`src/rtl/bus_arbiter.sv`:
```
// Two-master arbiter (instruction fetch and data) onto one memory slave.
// Data normally wins ties, but a 4-bit starvation counter forces a fetch
// grant after STARVE_LIMIT consecutive data beats while fetch is waiting.
//
//   state | meaning
//   ------+-----------------------------------------------
//   IDLE  | no owner, arbitrates every cycle
//   GNT_I | fetch master owns the slave until PREADY
//   GNT_D | data master owns the slave until PREADY
module bus_arbiter #(
  parameter int STARVE_LIMIT = 4,
  parameter int AW           = 64
) (
  input  logic          CLK,
  input  logic          RESET,
  input  logic          HTRANS_I,
  input  logic [AW-1:0] HADDR_I,
  input  logic          HTRANS_D,
  input  logic [AW-1:0] HADDR_D,
  input  logic          HWRITE_D,
  input  logic [AW-1:0] HWDATA_D,
  input  logic          PREADY,
  output logic [AW-1:0] PADDR,
  output logic          PWRITE,
  output logic [AW-1:0] PDATA,
  output logic          HREADY_I,
  output logic          HREADY_D,
  output logic [1:0]    GNT,
  output logic          stall
);

  typedef enum logic [1:0] {
    IDLE  = 2'b00,
    GNT_I = 2'b01,
    GNT_D = 2'b10
  } state_t;

  localparam logic [3:0] LIMIT = 4'(STARVE_LIMIT);

  state_t     r_state;
  state_t     w_next;
  logic [3:0] r_starve;
  logic [3:0] w_starve_nxt;
  logic       w_arb;
  logic       w_ibeat;
  logic       w_dbeat;

  assign w_arb   = (r_state == IDLE) || PREADY;
  assign w_ibeat = (r_state == GNT_I) && PREADY;
  assign w_dbeat = (r_state == GNT_D) && PREADY;

  // Starvation count including the beat completing this cycle, so the
  // arbitration that closes the STARVE_LIMIT-th data beat already sees it.
  always_comb begin
    w_starve_nxt = r_starve;
    if (!HTRANS_I || w_ibeat) begin
      w_starve_nxt = 4'd0;
    end else if (w_dbeat && (r_starve < LIMIT)) begin
      w_starve_nxt = r_starve + 4'd1;
    end
  end

  // Next owner: only re-decided at an arbitration point, never mid-beat.
  always_comb begin
    w_next = r_state;
    if (w_arb) begin
      if (HTRANS_D && HTRANS_I) begin
        w_next = (w_starve_nxt == LIMIT) ? GNT_I : GNT_D;
      end else if (HTRANS_D) begin
        w_next = GNT_D;
      end else if (HTRANS_I) begin
        w_next = GNT_I;
      end else begin
        w_next = IDLE;
      end
    end
  end

  // Registered owner; reset abandons any beat in flight.
  always_ff @(posedge CLK or negedge RESET) begin
    if (!RESET) begin
      r_state <= IDLE;
    end else begin
      r_state <= w_next;
    end
  end

  // Starvation counter register.
  always_ff @(posedge CLK or negedge RESET) begin
    if (!RESET) begin
      r_starve <= 4'd0;
    end else begin
      r_starve <= w_starve_nxt;
    end
  end

  // Slave-side mux and master handshakes, driven purely by the owner.
  always_comb begin
    PADDR    = '0;
    PWRITE   = 1'b0;
    PDATA    = '0;
    HREADY_I = 1'b0;
    HREADY_D = 1'b0;
    GNT      = 2'b00;
    case (r_state)
      GNT_I: begin
        PADDR    = HADDR_I;
        HREADY_I = PREADY;
        GNT      = 2'b01;
      end
      GNT_D: begin
        PADDR    = HADDR_D;
        PWRITE   = HWRITE_D;
        PDATA    = HWDATA_D;
        HREADY_D = PREADY;
        GNT      = 2'b10;
      end
      default: ;
    endcase
  end

  // A pending request that is not completing this cycle stalls the pipe.
  always_comb begin
    stall = (HTRANS_I && !HREADY_I) || (HTRANS_D && !HREADY_D);
  end

endmodule
```
`config.mk`:
```
export PLATFORM = sky130hd
export DESIGN_NAME = bus_arbiter
export DESIGN_NICKNAME = d
export VERILOG_FILES = /design/src/rtl/bus_arbiter.sv
export SDC_FILE = /design/constraint.sdc
export NUM_CORES = 1
export LEC_CHECK = 0
export ABC_AREA = 1
export BUFFER_PORTS_ARGS = -buffer_cell sky130_fd_sc_hd__buf_4
export CORE_AREA = 2 2 131 133
export CTS_BUF_LIST = sky130_fd_sc_hd__clkbuf_16
export DETAILED_ROUTE_END_ITERATION = 8
export DIE_AREA = 0 0 133 135
export PLACE_DENSITY = 0.41
export SKIP_CTS_REPAIR_TIMING = 1
export SYNTH_ARGS = -nofsm -noshare
export SYNTH_HDL_FRONTEND = slang
export SYNTH_SLANG_ARGS = --single-unit
```
`constraint.sdc`:
```
create_clock -name CLK -period 4 [get_ports CLK]
set_input_delay 0.4 -clock CLK [delete_from_list [all_inputs] [get_ports CLK]]
set_output_delay 0.4 -clock CLK [all_outputs]
set_load 0.1 [all_outputs]
```
# == Word-level counts from Yosys, hierarchy flattened ==
# Index checks and enable logic that the tools add are counted.
# totals
reg_bits,6
elab_cells,32
# op_classes
n_addsub,1
magnitude_cmp,1
n_eq_ne,3
mux,12
n_reduce_logical,13
# op_table
cell,n
64-bit one-hot mux with 2 select lines,1
64-bit 2-to-1 mux,1
4-bit 2-to-1 mux,2
1-bit logical AND,6
2-bit 2-to-1 mux,3
4-bit by 1-bit adder with 4-bit output (second input constant),1
4-bit by 3-bit == test with 1-bit output (second input constant),1
4-bit by 3-bit < comparator with 1-bit output (second input constant),1
1-bit 2-to-1 mux,4
2-bit one-hot mux with 2 select lines,1
1-bit logical NOT,3
1-bit logical OR,3
2-bit by 1-bit == test with 1-bit output (second input constant),1
2-bit == test (second input constant),1
2-bit logical NOT,1

# == Depth between registers and ports, before layout ==
# depth
ltp_word,8
depth_mapped,11

# == Least setup slack after synthesis ==
# No wires, ideal clock.
# synth_timing
path_type,reg2out
from,register r_state[0]
to,output port stall
arrival_time_ns,3.146
slack_ns,0.454
path_stages_with_launch,6
n_path_buf,0
cell_sequence,dfrtp_1 inv_1 ha_1 nand2_1 inv_2 o21ai_0
# synth_between
elab_chain_len,5
elab_cells_between_ends,9
# synth_rtl
element,line_no,rtl
from (decl),40,state_t r_state;
from (signal assigned),84,r_state <= w_next;
2-bit == test,105,case (r_state)
1-bit 2-to-1 mux,105,
named net HREADY_D,27,"output logic HREADY_D,"
1-bit logical NOT,124,stall = (HTRANS_I && !HREADY_I) || (HTRANS_D && !HREADY_D);
1-bit logical AND,124,
1-bit logical OR,124,
to (decl),29,output logic stall
# The timed path passes the listed nets, and every way through them passes these cells.

# == Worst setup path in the final report ==
# layout_timing
from,register r_state[1]
to,output port PADDR[8]
# layout_between
elab_chain_len,2
elab_cells_between_ends,3
# layout_rtl
element,line_no,rtl
2-bit == test or 2-bit by 1-bit == test with 1-bit output (tied branches),105,
64-bit one-hot mux with 2 select lines (*),105,
to (decl),23,"output logic [AW-1:0] PADDR,"
# Every way passes the cells marked *; elsewhere a longest branch is shown, timed or not.

==> out/metrics.yaml <==
worst_setup_path:
  crit_type: "register to primary output"
  critPathArrivalTime_ps: 2640
  startpoint_type: "register"
  rr_worst_depth: 9
  end_kind: "primary output"
  critPathRequiredTime_ps: 3600
  worst-path-max-fanout: 60
cts:
  clk_latency_ps: 220
  cts_buffer_depth: 2
  clkSlewWorstSetupHoldPaths_ps: 30
  cts-buffers-inserted: 3
  htreeDepth: 1
  cts_root_buf: "clkbuf_16"
  cts_tree: "built"
  clock-sinks: 6
synthesis:
  synthArstFlopShare_pct: 100
  ys.flop_type: "dfrtp_1"
  syn_inst: 404
  synth_cell_type_count: 15
  yosys_register_bits: 6
  synth.most_common_cell: "nand2_1"
  synthesis.nets: 608
  synth_edf_count: 0
  netlist.top_cell.by_area: "nand2_1"
  yosys-top-cells-count: "205 x nand2_1, 77 x inv_1, 65 x a21oi_1"
  avgSynthCellArea_um2: 4.51
  synth_area_leaders: "nand2_1 42%, a21oi_1 18%, inv_1 16%, dfrtp_1 8.2%, buf_2 5.2%"
  synth_top_area_share_pct: 42.2
  syn_area_mm2: 0.00182
  ys_seq_area_share_pct: 8.24
  ys_warn_count: 0
worst_hold_path:
  hold_depth: 4
  min_path_type: "primary input to register"
sta:
  fin_worst_skew_ps: 0.282
  grt_setup_unrepaired: "no"
  drv_slew: 0
  worstMarginPinSlew_ps: 1200
  timing.fmax_ghz: 0.329
  min_period_ps: 3040
  timing.final.crit_share_pct: 75.9
  slew_headroom_pct: 20.2
  setup_viol: 0
  finalHoldViolCount: 0
  fin_setup_tns_ps: 0
route:
  via_count: 3521
  wirelength_um: 12200
  routedWlPerCell_um: 13.0
  viasPerCell: 3.76
  detail-route-antenna-nets: 0
  drc: 0
  first_pass_iters: 4
  drt_iter0_markers: 129
floorplanning:
  chipWidth_um: 133
  boundaryPins: 332
  core_mm2: 0.0164
  rows: 47
  design.die.area_mm2: 0.0180
  die_h_um: 135
  start_util_pct: 11.1
placed_design:
  portBuffers: 331
  dp.final_hpwl_um: 9960
  place_area_mm2: 0.00451
  routabilityCongestion: 0.822
job:
  max_cap_violations: 0
global_route:
  antenna_found_initial: 0
  grt_pass1_wl_um: 17700
  grt.overflow.total: 0
  grt_pass1_vias: 3425
  grt_max_degree: 61
  grtUsageTotal_pct: 12.0
finish:
  final_nets: 922
  area_growth_pct: 152
  antennaDiodeCount: 0
  drive_gt1_share_pct: 48.0
  n_fill_cell: 1838
  final_area_mm2: 0.00460
power:
  leakagePower_nw: 2.87
  peakVddDrop_mv: 0.184
  power_density_mw_per_mm2: 442
  p_total_mw: 2.03
outcome:
  outcome: "finished, final reports clean"
[final timing paths]
check                                    endpoint                   start  slack [ps]
min                        r_state[1]$_DFFE_PN0P_                  PREADY         500
max in group asynchronous  r_state[0]$_DFFE_PN0P_                   RESET        3370
min reg2reg                 r_starve[3]$_DFF_PN0_   r_starve[3]$_DFF_PN0_         540
max                                      PADDR[8]  r_state[1]$_DFFE_PN0P_         960
min in group asynchronous   r_starve[0]$_DFF_PN0_                   RESET         510
max reg2reg                r_state[1]$_DFFE_PN0P_  r_state[1]$_DFFE_PN0P_        1580
[layout make-up]
class                           instances  area [um^2]  area share (%)
Sequential cell                         6          150            3.27
Timing Repair Buffer                  336         2540            55.2
Inverter                               80          300            6.53
Multi-Input combinational cell        291         1260            27.4
Tap cell                              220          275            5.99
Clock buffer                            3         75.1            1.63
[cell usage in the layout, fill, tap and decap left out, drive strengths merged]
| master | synthesis | layout |
|---|---|---|
| buf | 20 | 335 |
| nand2 | 205 | 205 |
| inv | 80 | 80 |
| a21oi | 65 | 65 |
| nand3 | 6 | 6 |
| dfrtp | 6 | 6 |
| nor2 | 6 | 6 |
| ha | 6 | 6 |
| clkbuf | 7 | 3 |
| o21ai | 2 | 2 |
| o21bai | 1 | 1 |
| dlygate4sd3 | 0 | 1 |
[metal layers]
metal / up-vias / track usage (%) / routed length [um]
li1: 1808 / - / -
met4: 0 / 1.97 / 137
met1: 1518 / 13.2 / 4440
met5: - / 0 / 0
met3: 12 / 2.44 / 1020
met2: 183 / 24.1 / 6580
[power breakdown]
group / switching (mW) / internal [mW] / total, mW / leakage, nW
clock network: 0.0293 / 0.128 / 0.157 / 0.0370
registers: 0.00489 / 0.0657 / 0.0706 / 0.0800
logic: 1.41 / 0.390 / 1.80 / 2.75
total: 1.45 / 0.584 / 2.03 / 2.87
[stage by stage]
step / setup WS [ps] / instances / hold WS, ps / util [%]
floorplan: 454 / 404 / 104 / -
global placement: 1240 / 932 / 214 / 27.5
detailed placement: 1190 / 932 / 214 / 27.5
CTS: 942 / 935 / -22.9 / 27.9
global route: 734 / 936 / 523 / 28.0
finish: 964 / 936 / 499 / 28.0
[state kept, by name, indices dropped and copies added, names as in the netlist]
| register | count |
|---|---|
| r_state | 2 |
| r_starve | 4 |
[cell families (layout without fill, tap and decap cells)]
kind of cell,Yosys count,in the layout,share of synthesized area (%)
adders and majority gates,6,6,4.12
and+or+nand+nor,217,217,45.3
AOI/OAI and AO/OA,68,68,18.8
buffers and inverters,107,419,23.6
DFF,6,6,8.24
[worst max-delay path: stages (launching register included)]
cell and delay (ps):
dfrtp_1 430, inv_1 130, ha_2 1000, buf_4 300, nand2_1 50, a21oi_1 160, buf_4 320
No activity file was read; power rests on OpenSTA's default activity.
